**src/rtl/small_tensor_core.sv**
```systemverilog
// 4x4 signed matrix multiply C = A x B, one inner-product step per clock over four cycles.
// Define TENSOR_CORE_SATURATE_EN to clamp results to the element range instead of wrapping.
module small_tensor_core #(
  parameter int BUS_WIDTH = 3
) (
  input  logic                        clock_in,
  input  logic                        reset_in,
  input  logic                        tensor_core_register_file_write_enable,
  input  logic signed [BUS_WIDTH:0]   tensor_core_input1 [4][4],
  input  logic signed [BUS_WIDTH:0]   tensor_core_input2 [4][4],
  output logic signed [BUS_WIDTH:0]   tensor_core_output [4][4],
  output logic                        is_done_with_calculation
);

  localparam int EW = BUS_WIDTH + 1;
  localparam int AW = 2 * EW + 2;

`ifdef TENSOR_CORE_SATURATE_EN
  localparam logic signed [AW-1:0] SAT_MAX = AW'((2 ** BUS_WIDTH) - 1);
  localparam logic signed [AW-1:0] SAT_MIN = AW'(-(2 ** BUS_WIDTH));
`endif

  typedef enum logic {IDLE, CALC} state_t;

  state_t                state_reg;
  logic [1:0]            k_reg;
  logic signed [AW-1:0]  acc_reg [4][4];
  logic signed [AW-1:0]  a_ext   [4][4];
  logic signed [AW-1:0]  b_ext   [4][4];
  logic signed [AW-1:0]  sum_next [4][4];
  logic signed [EW-1:0]  res_next [4][4];

  genvar gi, gj;
  generate
    for (gi = 0; gi < 4; gi++) begin : g_row
      for (gj = 0; gj < 4; gj++) begin : g_col
        // Operands are sign-extended first so the product is exact at accumulator width.
        assign a_ext[gi][gj]    = AW'(tensor_core_input1[gi][k_reg]);
        assign b_ext[gi][gj]    = AW'(tensor_core_input2[k_reg][gj]);
        assign sum_next[gi][gj] = acc_reg[gi][gj] + a_ext[gi][gj] * b_ext[gi][gj];
`ifdef TENSOR_CORE_SATURATE_EN
        assign res_next[gi][gj] = (sum_next[gi][gj] > SAT_MAX) ? SAT_MAX[EW-1:0] :
                                  (sum_next[gi][gj] < SAT_MIN) ? SAT_MIN[EW-1:0] :
                                  sum_next[gi][gj][EW-1:0];
`else
        assign res_next[gi][gj] = sum_next[gi][gj][EW-1:0];
`endif
      end
    end
  endgenerate

  always_ff @(posedge clock_in or posedge reset_in) begin
    if (reset_in) begin
      state_reg                <= IDLE;
      k_reg                    <= 2'd0;
      is_done_with_calculation <= 1'b0;
      for (int i = 0; i < 4; i++) begin
        for (int j = 0; j < 4; j++) begin
          acc_reg[i][j]            <= '0;
          tensor_core_output[i][j] <= '0;
        end
      end
    end else begin
      is_done_with_calculation <= 1'b0;
      // A write always restarts, even in the middle of a calculation.
      if (tensor_core_register_file_write_enable) begin
        state_reg <= CALC;
        k_reg     <= 2'd0;
        for (int i = 0; i < 4; i++) begin
          for (int j = 0; j < 4; j++) begin
            acc_reg[i][j] <= '0;
          end
        end
      end else begin
        case (state_reg)
          CALC: begin
            k_reg <= k_reg + 2'd1;
            for (int i = 0; i < 4; i++) begin
              for (int j = 0; j < 4; j++) begin
                acc_reg[i][j] <= sum_next[i][j];
              end
            end
            if (k_reg == 2'd3) begin
              state_reg                <= IDLE;
              is_done_with_calculation <= 1'b1;
              for (int i = 0; i < 4; i++) begin
                for (int j = 0; j < 4; j++) begin
                  tensor_core_output[i][j] <= res_next[i][j];
                end
              end
            end
          end
          default: state_reg <= IDLE;
        endcase
      end
    end
  end

endmodule

```
**config.mk**
```make
export PLATFORM = sky130hd
export DESIGN_NAME = small_tensor_core
export DESIGN_NICKNAME = d
export VERILOG_FILES = /design/src/rtl/small_tensor_core.sv
export SDC_FILE = /design/constraint.sdc
export NUM_CORES = 1
export LEC_CHECK = 0
export BUFFER_PORTS_ARGS = -buffer_cell sky130_fd_sc_hd__buf_2
export CORE_MARGIN = 4
export CORE_UTILIZATION = 58
export DETAILED_ROUTE_END_ITERATION = 8
export PLACE_DENSITY = 0.83
export SLEW_MARGIN = 20
export SYNTH_ARGS = -nofsm -noshare
export SYNTH_HDL_FRONTEND = slang
export SYNTH_SLANG_ARGS = --single-unit
```
**constraint.sdc**
```tcl
create_clock -name clock_in -period 5.72 [get_ports clock_in]
set_input_delay 0.572 -clock clock_in [delete_from_list [all_inputs] [get_ports clock_in]]
set_output_delay 0.572 -clock clock_in [all_outputs]
set_load 0.02 [all_outputs]
```
Word level (Yosys, flattened, before mapping)
Index checks and enable logic that the tools add are counted.
{"block": "classes", "add_sub_neg": 17, "multipliers": 16, "n_lt_le_gt_ge": 1, "n_eq_ne": 1, "n_mux": 25, "bitwise": 2, "n_reduce_logical": 2}
{"operator": "$mux 160", "count": 2}
{"operator": "$add 10x8->10", "count": 16}
{"operator": "$mul 4x4->8", "count": 16}
{"operator": "$bmux 16 s2", "count": 1}
{"operator": "$bmux 4 s2", "count": 4}
{"operator": "$mux 16", "count": 2}
{"operator": "$mux 4", "count": 8}
{"operator": "$mux 1", "count": 6}
{"operator": "$mux 2", "count": 2}
{"operator": "$ge 3x3->1 const B", "count": 1}
{"operator": "$not 2->3", "count": 1}
{"operator": "$reduce_and 3->1", "count": 1}
{"operator": "$add 2x1->2 const B", "count": 1}
{"operator": "$eq 2x2->1 const B", "count": 1}
{"operator": "$reduce_bool 2->1", "count": 1}
{"operator": "$not 1->1", "count": 1}
{"block": "totals", "reg_bits": 228, "inputBits": 131, "output_inout_bits": 65, "word_cells": 99}

Logic depth before layout (Yosys ltp)
{"block": "logic_depth", "ltp_word": 8, "depth_mapped": 19, "mapped_depth_nobuf": 15}

Least setup slack after synthesis
Ideal clock, no wire load.
{"block": "synth_path", "kind": "reg2reg", "startpoint": "reg k_reg[1]", "endpoint": "reg acc_reg[23] in the netlist's numbering", "setup_time_ns": 0.104, "arrival_ns": 4.675, "path_slack_ns": 0.941, "path_stages_with_launch": 19, "path_buffers": 4, "cell_sequence": "dfrtp_1 > buf_2 > buf_2 > buf_2 > buf_2 > mux2_2 > o21ai_1 > nor2_1 > ha_1 > ha_1 > inv_1 > fa_1 > inv_1 > ha_1 > xnor2_1 > xnor3_1 > xnor3_1 > or3_1 > o311ai_1"}
{"block": "synth_via", "elab_chain_len": 8, "word_cells_on_any_way": 11}
{"element": "start: declaration", "line": "26", "source": "logic [1:0] k_reg;"}
{"element": "start signal: assignment", "line": "77", "source": "k_reg <= k_reg + 2'd1;"}
{"element": "$not 2->3 (implied by the code) *", "line": "38, 39"}
{"element": "$bmux 4 s2 / $bmux 16 s2 (equally long branches)", "line": "38, 39"}
{"element": "$mux 4 (implied by the code) / $mux 16 (equally long branches)"}
{"element": "$mux 4 (implied by the code) / $mux 16 (equally long branches)", "line": "38, 39"}
{"element": "$mul 4x4->8 *", "line": "40", "source": "assign sum_next[gi][gj] = acc_reg[gi][gj] + a_ext[gi][gj] * b_ext[gi][gj];"}
{"element": "$add 10x8->10 *", "line": "40"}
{"element": "$mux 160 *", "line": "75", "source": "case (state_reg)"}
{"element": "$mux 160 *", "line": "66", "source": "if (tensor_core_register_file_write_enable) begin"}
{"element": "end signal: indexed assignment", "line": "80", "source": "acc_reg[i][j] <= sum_next[i][j];"}
{"element": "end: declaration", "line": "27", "source": "logic signed [AW-1:0] acc_reg [4][4];"}
Every way passes the cells marked *; elsewhere a longest branch is shown, timed or not. The select of a mux whose other input is x is not followed.
A chain may end at the register's enable or synchronous reset.

Worst setup path after layout
{"block": "layout_path", "startpoint": "reg k_reg[0]", "endpoint": "reg acc_reg[93] in the netlist's numbering"}
{"block": "layout_via", "elab_chain_len": 8, "word_cells_on_any_way": 11}
{"element": "$not 2->3 (implied by the code) *", "line": "38, 39"}
{"element": "$bmux 4 s2 / $bmux 16 s2 (equally long branches)", "line": "38, 39"}
{"element": "$mux 4 (implied by the code) / $mux 16 (equally long branches) (2 in series)"}
{"element": "$mul 4x4->8 *", "line": "40"}
{"element": "$add 10x8->10 *", "line": "40"}
{"element": "$mux 160 *", "line": "75"}
{"element": "$mux 160 *", "line": "66"}
Marked as above.

==> impl_metrics.yaml <==
synth:
  yosys.area.top_type: "dfrtp_1"
  syn-num-nets: 1282
  syn_area_mm2: 0.0107
  synth_area_leaders: "dfrtp_1 (31%), ha_1 (15%), xnor3_1 (6.7%), mux4_2 (6.5%), mux2_2 (6.3%)"
  synth_cell_type_count: 28
  ys_ff_latch: 132
  ys_seq_area_frac: 0.308
  syn_inst: 1006
  synth_area_per_cell_um2: 10.7
  yosysWarnings: 0
  yosys.area.top_type_share: 0.308
finish:
  fin_util: 0.691
  diodes: 0
  areaGrowthSynthToFinish_pct: 16.5
  drive_gt1_frac: 0.277
  final_cells: 1429
  num-nets-final: 1468
critical_path:
  worstPathRequired_ns: 6.03
  r2r_slack_ns: 0.79
  critPathArrivalTime_ns: 5.24
  r2r_cells: 13
  rr_startpoint: "k_reg[0]"
  cp_max_fo: 58
  critical_path_class: "reg -> reg"
  end_kind: "register"
  worst_setup_path_start_kind: "register"
  reg2reg_to: "acc_reg[93]"
power:
  p_per_area_mw_per_mm2: 571
  power_leakage_nw: 6.72
  ir_drop_mv: 0.289
timing:
  drv_slew: 0
  finalCriticalPeriod_ns: 4.93
  clock_skew_ns: 0.00886
  final-hold-violation-count: 0
  min_period_over_period: 0.862
  tightestPinTransition_ns: 1.17
  slew_headroom: 0.221
  rsz0062_at_grt: "false"
  tns_ns: 0
  timing.fmax_mhz: 203
  fin_ws_ns: 0.790
  final-setup-viol-count: 0
  fin_hold_ws_ns: 0.275
routing:
  route.antenna.remaining_nets: 0
  drc_errors: 0
  drt-initial-drc-count: 590
  drt_first_pass_iters: 5
  wl_um: 28900
  viasPerCell: 6.01
  wl_per_cell_um: 20.2
  dr_total_vias: 8591
die:
  ios: 196
  start_util: 0.594
  die_x_um: 144
  core_mm2: 0.0181
  rows: 49
  die_y_um: 144
  die-area_mm2: 0.0208
clocking:
  clk_pin_slew_ns: 0.05
  htreeDepth: 4
  cts_buffers: 17
  cts_sinks: 132
  clk_latency_ns: 0.43
  root_buffer: "clkbuf_16"
  tritoncts: "done"
  clk_path_buf_depth: 2
  postCtsHoldBufs: 0
  post_cts_buffers: 0
  cts_resized: 0
job:
  cap_violations: 0
grt:
  grt_pass1_vias: 8683
  grt_pass1_wl_um: 45000
  grt_max_degree: 83
  grtUsageTotal: 0.283
  antenna_found_initial: 1
  overflow: 0
worst_hold_path:
  min_path_type: "in -> async"
placement:
  dpl.hpwl_um: 20400
  place_inst: 1402
  gp_congestion: 0.896
  post-place-ws_ns: 0.802
  portBuffers: 195
status:
  status: "completed"
-- cells in the mapped netlist (all sizes together) --
library cell	n
inv	85
nand3	48
nor2b	1
mux2i	61
o311ai	16
xnor2	65
nand2	93
mux4	32
xnor3	32
nand2b	1
a21o	1
buf	19
nor2	98
o21ai	12
dfrtp	132
and2	48
mux2	60
ha	129
clkbuf	25
or3	32
fa	16
-- layout by cell type (no fill, tap or decap), types with 31 or more instances in the layout --
cell / netlist / routed
xnor2_1: 65 / 65
or3_1: 32 / 32
xnor3_1: 32 / 32
mux2i_1: 61 / 61
ha_1: 129 / 129
inv_1: 85 / 84
dfrtp_1: 132 / 129
nand3_1: 48 / 48
and2_1: 48 / 48
mux4_2: 31 / 31
buf_2: 7 / 195
mux2_2: 60 / 60
nor2_1: 98 / 98
nand2_1: 93 / 92
-- worst max-delay path, cell delays in order, from the launching register on --
cell,delay (ns)
dfrtp_4,1.03
mux4_2,0.80
and2_1,0.22
ha_1,0.29
ha_1,0.28
inv_1,0.05
fa_1,0.53
inv_1,0.05
ha_1,0.20
xnor2_1,0.20
xnor3_1,0.27
xnor3_1,0.43
or3_1,0.37
o311ai_1,0.09
-- per-layer routing --
metal	share of wire	vias up	wire length, um	global-route usage
met1	0.39	4220	11300	0.364
met4	0.037	2	1060	0.128
met2	0.48	454	13900	0.470
met3	0.090	81	2600	0.0479
li1	-	3834	-	-
met5	0.00024	-	7	0
-- logic make-up after synthesis --
family / count (synthesis) / synth area share
AO/OA/AOI/OAI: 29 / 0.0193
multiplexers: 153 / 0.187
buffers and inverters: 129 / 0.0485
flip-flops: 132 / 0.308
adder cells (fa/ha/maj): 145 / 0.180
XOR/XNOR: 97 / 0.120
AND/OR/NAND/NOR: 321 / 0.137
-- power by group --
part | internal [mW] | total (mW) | leakage, nW | switching [mW]
Clock | 0.682 | 1.09 | 0.271 | 0.404
Sequential | 1.34 | 1.62 | 1.69 | 0.278
Combinational | 2.19 | 4.44 | 4.77 | 2.25
-- layout make-up --
class                   instances  area (um2)
inverters                      85         324
repair buffers                211        1110
fillers                      1316        5580
multi-input cells             745        6920
clock buffers                  21         450
flip-flops and latches        132        3310
well taps                     229         287
clock inverters                 6         108
-- worst max-delay path by stage --
| stage | to | from | cells after the start | slack (ns) |
|---|---|---|---|---|
| finish | acc_reg[93] | k_reg[0] | 13 | 0.79 |
| global route | acc_reg[3] | k_reg[0] | 13 | 0.55 |
| CTS | acc_reg[93] | k_reg[0] | 13 | 0.80 |
| detailed placement | acc_reg[103] | k_reg[0] | 13 | 0.80 |
| global placement | acc_reg[93] | k_reg[0] | 13 | 0.93 |
| floorplan | acc_reg[23] | k_reg[1] | 18 | 0.94 |
-- per-stage QoR --
stage,power [mW],cell area [um2]
after CTS,7.13,12500
final,7.14,12500
after floorplan,4.88,10700
after global placement,5.81,11900
after detailed placement,6.01,11900
after global routing,7.68,12500
Note: power is estimated with default switching activity, not from simulation.
